===== config.mk =====
export PLATFORM = sky130hd
export DESIGN_NAME = seq_detector_param_flat
export DESIGN_NICKNAME = d
export VERILOG_FILES = /design/src/rtl/seq_det_pkg.sv /design/src/rtl/seq_detector_param_if.sv /design/src/rtl/seq_detector_param_sat_counter.sv /design/src/rtl/seq_detector_param.sv /design/src/flat_wrapper.sv
export SDC_FILE = /design/constraint.sdc
export NUM_CORES = 1
export LEC_CHECK = 0
export ABC_AREA = 1
export ABC_CLOCK_PERIOD_IN_PS = 2800
export CAP_MARGIN = 5
export CORE_MARGIN = 4
export CORE_UTILIZATION = 48
export DETAILED_ROUTE_END_ITERATION = 8
export GPL_ROUTABILITY_DRIVEN = 0
export GPL_TIMING_DRIVEN = 0
export PLACE_DENSITY_LB_ADDON = 0.3
export SYNTH_ARGS = -nofsm -noshare
export SYNTH_HDL_FRONTEND = slang
export SYNTH_SLANG_ARGS = --single-unit

===== constraint.sdc =====
create_clock -name clock -period 2.8 [get_ports clock]
set_input_delay 0.56 -clock clock [delete_from_list [all_inputs] [get_ports clock]]
set_output_delay 0.56 -clock clock [all_outputs]
set_load 0.05 [all_outputs]

===== src/rtl/seq_det_pkg.sv =====
// Shared types and constants for the serial pattern detector.
package seq_det_pkg;

    // FSM state encoding, also exported on state_out for debug.
    typedef enum logic [1:0] {
        FILL  = 2'b00,
        ARMED = 2'b01,
        MATCH = 2'b10
    } state_t;

    // Standard patterns, MSB is the first bit on the line.
    localparam logic [3:0] SYNC_1011 = 4'b1011;
    localparam logic [3:0] SYNC_0110 = 4'b0110;
    localparam logic [7:0] SYNC_A5   = 8'hA5;

endpackage


===== src/rtl/seq_detector_param_if.sv =====
// Serial-stream, control and status bundle for seq_detector_param.
interface seq_detector_param_if #(
    parameter int SEQ_LEN = 4,
    parameter int CNT_W   = 8
);
    logic               sequence_valid;
    logic               sequence_in;
    logic               overlap_en;
    logic               pattern_load;
    logic [SEQ_LEN-1:0] pattern_in;
    logic               count_clr;
    logic               detector_out;
    logic [CNT_W-1:0]   match_count;
    logic [1:0]         state_out;

    // Front-end / controller side.
    modport master (
        output sequence_valid, sequence_in, overlap_en,
        output pattern_load, pattern_in, count_clr,
        input  detector_out, match_count, state_out
    );

    // Detector side.
    modport slave (
        input  sequence_valid, sequence_in, overlap_en,
        input  pattern_load, pattern_in, count_clr,
        output detector_out, match_count, state_out
    );
endinterface


===== src/rtl/seq_detector_param_sat_counter.sv =====
// Saturating up-counter; clear beats increment, never wraps.
module sat_counter #(
    parameter int CNT_W = 8
) (
    input  logic             clock,
    input  logic             reset,
    input  logic             inc,
    input  logic             clr,
    output logic [CNT_W-1:0] count
);
    // Count up until all-ones, then hold.
    always_ff @(posedge clock) begin
        if (reset || clr)
            count <= '0;
        else if (inc && (count != '1))
            count <= count + 1'b1;
    end
endmodule


===== src/rtl/seq_detector_param.sv =====
// Runtime-loadable serial pattern detector with overlap control and match counter.
module seq_detector_param
    import seq_det_pkg::*;
#(
    parameter int                 SEQ_LEN     = 4,
    parameter logic [SEQ_LEN-1:0] DEF_PATTERN = SYNC_1011,
    parameter int                 CNT_W       = 8
) (
    input  logic               clock,
    input  logic               reset,
    seq_detector_param_if.slave bus
);
    localparam int                FILL_W   = $clog2(SEQ_LEN + 1);
    localparam logic [FILL_W-1:0] FILL_MAX = FILL_W'(SEQ_LEN);
    localparam logic [FILL_W-1:0] FILL_ARM = FILL_W'(SEQ_LEN - 1);

    // Only the newest SEQ_LEN-1 bits are kept: the full window is always
    // formed together with the incoming bit, so the oldest bit is never read.
    logic [SEQ_LEN-2:0] history;
    logic [SEQ_LEN-1:0] pattern;
    logic [SEQ_LEN-1:0] window;
    logic [FILL_W-1:0]  fill;
    logic [FILL_W-1:0]  fill_inc;
    logic               bit_ok;
    logic               hit;
    logic               det_q;
    state_t             state, state_nxt;

    // Window compare; a bit arriving with pattern_load is dropped.
    always_comb begin
        window   = {history, bus.sequence_in};
        bit_ok   = bus.sequence_valid & ~bus.pattern_load;
        hit      = bit_ok & (fill >= FILL_ARM) & (window == pattern);
        fill_inc = (fill == FILL_MAX) ? fill : fill + 1'b1;
    end

    // Pattern, history and fill bookkeeping.
    always_ff @(posedge clock) begin
        if (reset) begin
            pattern <= DEF_PATTERN;
            history <= '0;
            fill    <= '0;
        end else if (bus.pattern_load) begin
            pattern <= bus.pattern_in;
            history <= '0;
            fill    <= '0;
        end else if (bus.sequence_valid) begin
            if (hit && !bus.overlap_en) begin
                // Non-overlapping: next match needs a fully fresh window.
                history <= '0;
                fill    <= '0;
            end else begin
                history <= window[SEQ_LEN-2:0];
                if (!hit)
                    fill <= fill_inc;
            end
        end
    end

    // State register and registered match pulse.
    always_ff @(posedge clock) begin
        if (reset) begin
            state <= FILL;
            det_q <= 1'b0;
        end else begin
            state <= state_nxt;
            det_q <= hit;
        end
    end

    // Next-state: idle cycles hold, loads restart, hits go to MATCH.
    always_comb begin
        state_nxt = state;
        if (bus.pattern_load)
            state_nxt = FILL;
        else if (bus.sequence_valid) begin
            if (hit)
                state_nxt = MATCH;
            else begin
                case (state)
                    FILL:    state_nxt = (fill_inc == FILL_MAX) ? ARMED : FILL;
                    ARMED:   state_nxt = ARMED;
                    MATCH:   state_nxt = bus.overlap_en ? ARMED : FILL;
                    default: state_nxt = FILL;
                endcase
            end
        end
    end

    sat_counter #(.CNT_W(CNT_W)) u_cnt (
        .clock (clock),
        .reset (reset),
        .inc   (hit),
        .clr   (bus.count_clr),
        .count (bus.match_count)
    );

    assign bus.detector_out = det_q;
    assign bus.state_out    = state;
endmodule


===== src/flat_wrapper.sv =====
// flat-port wrapper written by rule: the top's interface ports become plain ports
module seq_detector_param_flat import seq_det_pkg::*;
#(
    parameter int                 SEQ_LEN     = 4,
    parameter logic [SEQ_LEN-1:0] DEF_PATTERN = SYNC_1011,
    parameter int                 CNT_W       = 8
)
  (clock, reset, bus_sequence_valid, bus_sequence_in, bus_overlap_en, bus_pattern_load, bus_pattern_in, bus_count_clr, bus_detector_out, bus_match_count, bus_state_out);
  seq_detector_param_if #(.SEQ_LEN(SEQ_LEN), .CNT_W(CNT_W)) bus_i ();
  input  logic clock;
  input  logic reset;
  input wire logic [$bits(bus_i.sequence_valid)-1:0] bus_sequence_valid;
  input wire logic [$bits(bus_i.sequence_in)-1:0] bus_sequence_in;
  input wire logic [$bits(bus_i.overlap_en)-1:0] bus_overlap_en;
  input wire logic [$bits(bus_i.pattern_load)-1:0] bus_pattern_load;
  input wire logic [$bits(bus_i.pattern_in)-1:0] bus_pattern_in;
  input wire logic [$bits(bus_i.count_clr)-1:0] bus_count_clr;
  output wire logic [$bits(bus_i.detector_out)-1:0] bus_detector_out;
  output wire logic [$bits(bus_i.match_count)-1:0] bus_match_count;
  output wire logic [$bits(bus_i.state_out)-1:0] bus_state_out;
  assign bus_i.sequence_valid = bus_sequence_valid;
  assign bus_i.sequence_in = bus_sequence_in;
  assign bus_i.overlap_en = bus_overlap_en;
  assign bus_i.pattern_load = bus_pattern_load;
  assign bus_i.pattern_in = bus_pattern_in;
  assign bus_i.count_clr = bus_count_clr;
  assign bus_detector_out = bus_i.detector_out;
  assign bus_match_count = bus_i.match_count;
  assign bus_state_out = bus_i.state_out;
  seq_detector_param #(.SEQ_LEN(SEQ_LEN), .DEF_PATTERN(DEF_PATTERN), .CNT_W(CNT_W)) u_core (.clock(clock), .reset(reset), .bus(bus_i));
endmodule

==> impl_metrics.ini, run 1 <==
[logic_synthesis]
synth_area_sq_mm = 0.00112
synth_common_cells = nand2_1, dfxtp_1, a21oi_1, inv_1, nor2_1
yosysUniqueCellTypes = 19
async_flop_share_pct = 0
synthesis.nets = 172
seq_area_frac_synth_pct = 37.4
postSynthAreaPerCell_sq_um = 7.16
ys.flop_type = dfxtp_1
yosysMostFrequentCell = nand2_1
yosys_warnings = 0
synth-seq-cells = 21
synthTopCellsByArea = dfxtp_1, nand2_1, a21oi_1, inv_1, nor2_1
synthCells = 157
yosysTopAreaCellShare_pct = 37.4
synth_top_area_cell = dfxtp_1
synth-edff-count = 0

[min_path]
hp-class = in2reg
hold_end = u_core.history[0]$_SDFFE_PP0P_
min_delay_path_depth = 2
hp-start = bus_sequence_valid

[timing]
maxSlewViolCount = 0
hold_viol_final = 0
fmaxAchievable_mhz = 460
relSlewSlack_pct = 66.4
period_minus_slack_ns = 2.17
finalSetupViolCount = 0
tns_ns = 0
skew_ns = 0.00309
fin_crit_sh_pct = 77.6
rsz0062_at_grt = no
worstMarginPinSlew_ns = 0.502

[die]
dieArea_sq_mm = 0.00318
initial_core_util_pct = 50.8
placementRows = 17
die_w_um = 56.4
ios = 22
coreArea_sq_mm = 0.00221
die_h_um = 56.4

[grt]
grt_pass1_wl_um = 4140
grt_pass1_vias = 999
antenna_found_initial = 0
overflow = 0
grt.total_usage_pct = 15.9
grt_max_degree = 13

[critical_path]
crit_family = buffers and inverters
crit_path_top_delay_cell = clkdlybuf4s50_1
required_ns = 2.24
rr_worst_depth = 11
crit_path_end_kind = output port
rr_startpoint = u_core.fill[0]$_SDFFE_PP0P_
r2r_setup_slack_ns = 1.16
crit_path_start_kind = register
r2r-end = u_core.fill[2]$_SDFFE_PP0P_
critPathBufInv = 1
cp_max_fo = 6
crit_path_max_incr_delay_ns = 0.85
arrival_ns = 1.61
path_cells = clkdlybuf4s50_1
crit_type = reg2out

[drt]
drt_iter0_markers = 15
drtPass1Iterations = 4
viasPerCell = 4.98
vias = 1035
routedWlPerCell_um = 10.8
drc = 0
wirelength_um = 2240
ant_nets = 0

[placed_design]
hpwlAfterDp_um = 1760
io_buffers = 19
dpl_cell_area_sq_mm = 0.00135

[cts]
postCtsSetupBuffers = 0
clock_sinks = 21
cts_htree_levels = 1
cts_tree = done
clk_latency_ns = 0.30
numCtsBuffers = 3
cts_root_buf = clkbuf_4
cts_resized = 0
hold_buffers = 0
clk_pin_slew_worst_paths_ns = 0.12
clockBufferDepth = 2

[power]
vdd_drop_max_mv = 0.239
p_leak_nw = 0.594
p_per_area_mw_per_mm2 = 369

[final_layout]
layout-drive-gt1-share_pct = 7.78
diodes = 0
syn_to_final_growth_pct = 22.5
finalNetCount = 196
stdcell_area_sq_mm = 0.00138

[flow_run]
drv_cap = 0

[status]
status = completed
sequential cells by signal (all words and copies together), names as in the netlist:
signal,count
u_core.u_cnt.count,8
u_core.bus.detector_out,1
u_core.history,3
u_core.pattern,4
u_core.bus.state_out,2
u_core.fill,3
where the power goes:
part / internal [mW] / leakage [nW] / total, mW / switching (mW)
clock: 0.0531 / 0.0177 / 0.143 / 0.0894
sequential: 0.305 / 0.171 / 0.309 / 0.00383
combinational: 0.0252 / 0.406 / 0.0570 / 0.0318
per-layer routing:
layer  GRT usage [%]  routed length [um]  vias up  part of all wire [%]
met5               0                   0        -                     0
met4            6.78                  14        0                  0.62
met3            2.53                  68        2                   3.0
met2            27.9                1130       21                    50
met1            19.0                1030      469                    46
li1                -                   -      543                     -
stage by stage:
step                      power (mW)  utilization (%)  hold WS [ns]  instances  setup slack, ns
final                          0.508             62.3         0.472        208            0.627
after global routing           0.540             62.3         0.450        208            0.558
after CTS                      0.518             62.3         0.456        208            0.616
after detailed placement       0.373             61.0         0.480        204            0.871
after global placement         0.371             61.0         0.466        204            0.872
after floorplan                0.352                -         0.450        157             1.08
cell families (layout without fill, tap and decap cells):
logic type               after synthesis  after routing  synth area share [%]
adder cells (fa/ha/maj)                4              4                  4.45
buffers and inverters                 22             45                  9.34
AND/OR/NAND/NOR                       74             74                  30.5
flip-flops                            21             21                  37.4
AO/OA/AOI/OAI                         29             29                  12.9
XOR/XNOR                               7              7                  5.45
cell usage in the layout (no fill, tap or decap), drive strengths merged:
master and n:
clkinv 2, buf 2, dfxtp 21, nand4 4
xnor2 2, nor2 19, a21oi 20, xor2 5
nor3 1, o21ai 9, clkdlybuf4s50 19, nand3 2
inv 19, ha 4, clkbuf 3, nand2 48
how the worst max path moves through the flow:
stage	startpoint	depth (start not counted)	to	slack, ns
2_1_floorplan	u_core.u_cnt.count[0]$_SDFFE_PP0P_	8	u_core.u_cnt.count[1]$_SDFFE_PP0P_	1.08
3_3_place_gp	bus_sequence_in	10	u_core.u_cnt.count[0]$_SDFFE_PP0P_	0.87
3_5_place_dp	bus_sequence_in	9	u_core.u_cnt.count[6]$_SDFFE_PP0P_	0.87
4_1_cts	u_core.u_cnt.count[2]$_SDFFE_PP0P_	1	bus_match_count[2]	0.62
5_1_grt	u_core.u_cnt.count[2]$_SDFFE_PP0P_	1	bus_match_count[2]	0.56
6_report	u_core.u_cnt.count[2]$_SDFFE_PP0P_	1	bus_match_count[2]	0.63
cell type report:
class / instances / area, sq um
Fill cell: 225 / 835
Multi-Input combinational cell: 114 / 599
Sequential cell: 21 / 420
Timing Repair Buffer: 19 / 190
Inverter: 20 / 82.6
Tap cell: 28 / 35.0
Clock buffer: 3 / 22.5
Buffer: 2 / 22.5
Clock inverter: 1 / 5.00
No activity file was read; power rests on OpenSTA's default activity.
==> run 2, diff against run 1 <==
- ABC_CLOCK_PERIOD_IN_PS: 2800 -> 1800
- CORE_UTILIZATION: 48 -> 45
- clock period: 2.8 -> 1.8 ns (I/O delays scaled with it)
==> run 2 against run 1 <==
Net effect:
- worst setup slack got worse by 0.49 ns
- sequential share of layout area rose by 0.11 points
- sequential power rose by 55%
- utilization fell by 2.5 points
- wire length rose by 3.7%
- global-route usage fell by 1.3 points
- register-to-register slack got worse by 0.96 ns
- clock skew rose by 0.0061 ns
- clock power rose by 59%
- hold slack got worse by 0.20 ns
- combinational power rose by 59%
- first-iteration DRC count rose by 93%
- largest cell class unchanged
==> impl_metrics.ini, run 2 (synthesized netlist as in run 1, its figures left out) <==
[status]
status = completed

[drt]
drc = 0
drt_iter0_markers = 29
ant_nets = 0
drtPass1Iterations = 4
wirelength_um = 2330
routedWlPerCell_um = 11.2
vias = 1040
viasPerCell = 5.00

[timing]
rsz0062_at_grt = no
setup_ws_ns = 0.133
tns_ns = 0
hold_viol_final = 0
skew_ns = 0.00919
hold-worst-slack_ns = 0.269
fmaxAchievable_mhz = 600
worstMarginPinSlew_ns = 0.501
maxSlewViolCount = 0
relSlewSlack_pct = 66.5
fin_crit_sh_pct = 92.6
finalSetupViolCount = 0
period_minus_slack_ns = 1.67

[critical_path]
crit_cells = 1
rr_startpoint = u_core.fill[0]$_SDFFE_PP0P_
cp_max_fo = 6
crit_path_start = u_core.u_cnt.count[2]$_SDFFE_PP0P_
crit_path_max_incr_delay_ns = 0.56
required_ns = 1.44
arrival_ns = 1.31
r2r_setup_slack_ns = 0.20
crit_type = reg2out
crit_end = bus_match_count[2]
critPathBufInv = 1
crit_family = buffers and inverters
crit_path_start_kind = register
crit_path_top_delay_cell = dlygate4sd2_1
rr_worst_depth = 11
path_cells = dlygate4sd2_1
r2r-end = u_core.fill[2]$_SDFFE_PP0P_
crit_path_end_kind = output port

[final_layout]
multi_input_area_sq_um = 604
diodes = 0
regArea_sq_um = 420
layout-drive-gt1-share_pct = 8.33
regMostFlops = u_core.u_cnt.count
top_regs = u_core.u_cnt.count x8, u_core.pattern x4
most-common-layout-cells = nand2_1, dfxtp_1, a21oi_1, inv_1, nor2_1
stdcell_area_sq_mm = 0.00137
largest_reg_flops = 8
stdcell_count = 208
fill_cells = 240
fin_util_pct = 59.7
syn_to_final_growth_pct = 22.0
finalNetCount = 196
final_common_cell = nand2_1

[die]
placementRows = 17
ios = 22
initial_core_util_pct = 49.0
dieArea_sq_mm = 0.00336
die_h_um = 58.0
die_w_um = 58.0
coreArea_sq_mm = 0.00230

[cts]
numCtsBuffers = 3
cts_root_buf = clkbuf_4
cts_htree_levels = 1
clk_latency_ns = 0.30
postCtsSetupBuffers = 0
clock_sinks = 21
hold_buffers = 0
clk_pin_slew_worst_paths_ns = 0.12
cts_tree = done
clockBufferDepth = 2

[grt]
grt.total_usage_pct = 14.6
grt_max_degree = 13
met1_usage_pct = 18.7
grtUsageMet2_pct = 25.6
antenna_found_initial = 0
use_met3_pct = 2.67
grt_pass1_wl_um = 4000
grt_pass1_vias = 976
overflow = 0
grt-busiest-layer = met2

[placed_design]
hpwlAfterDp_um = 1840
dpl_worst_slack_ns = 0.00676
place_inst = 204
dpl_cell_area_sq_mm = 0.00135
io_buffers = 19

[min_path]
hp-class = in2reg
hp-start = bus_sequence_valid

[power]
p_int_uw = 596
pwr-share-clk_pct = 28.4
fin_total_pwr_uw = 797
vdd_drop_max_mv = 0.488
p_leak_nw = 0.662
swShare_pct = 25.2
p_sw_uw = 201
p_per_area_mw_per_mm2 = 581
combPwrFrac_pct = 11.3
seqPwrFrac_pct = 60.2

[flow_run]
drv_cap = 0
==> run 2: cell types whose count changed in the layout (fill, tap and decap cells not counted), sizes merged <==
cell,before,now
clkdlybuf4s50,19,8
dlygate4sd2,0,10
dlymetal6s2s,0,1
==> run 2: worst min path at each step <==
stage / end / slack [ns] / cells after the start
floorplan: u_core.bus.detector_out$_SDFF_PP0_ / 0.43 / 1
global route: u_core.history[0]$_SDFFE_PP0P_ / 0.26 / 2
global placement: u_core.pattern[1]$_SDFFE_PP1P_ / 0.47 / 2
finish: u_core.history[0]$_SDFFE_PP0P_ / 0.27 / 2
detailed placement: u_core.pattern[1]$_SDFFE_PP1P_ / 0.48 / 2
CTS: u_core.history[0]$_SDFFE_PP0P_ / 0.27 / 2
==> run 2: power by group through the flow <==
| stage | clock (mW) | sequential (mW) | combinational, mW |
|---|---|---|---|
| after floorplan | 0 | 0.489 | 0.0588 |
| after global placement | 0 | 0.490 | 0.0868 |
| after detailed placement | 0 | 0.491 | 0.0901 |
| after CTS | 0.236 | 0.480 | 0.0905 |
| after global routing | 0.257 | 0.482 | 0.101 |
| final | 0.227 | 0.480 | 0.0904 |
==> run 2: area by class of cell <==
type | instances | share of cell area (%)
tap | 28 | 2.55
timing repair buffer | 19 | 13.1
clock buffer | 3 | 1.64
sequential | 21 | 30.6
buffer | 2 | 1.64
inverter | 20 | 6.02
clock inverter | 1 | 0.365
multi-input combinational | 114 | 44.0
==> run 2: repair_timing <==
action                                  in CTS  in global routing
resized for setup                           10                  2
endpoints found under the setup margin      10                  4
gates cloned                                 0                  0
==> run 2: routing by layer <==
metal	share of wire [%]	wire [um]	vias up
met5	0	0	-
met4	0.52	12	0
met3	3.4	78	2
met2	50	1170	21
met1	46	1060	472
li1	-	-	545
==> run 2: worst reg2reg max path: stages (launching register included) <==
cell and delay [ns]:
dfxtp_1 0.36, ha_1 0.21, ha_1 0.19, nor2_1 0.08
nand2_1 0.06, nand2_1 0.07, inv_1 0.10, nand3_2 0.13
nand2_1 0.06, inv_1 0.08, nand2_1 0.06, a21oi_1 0.15
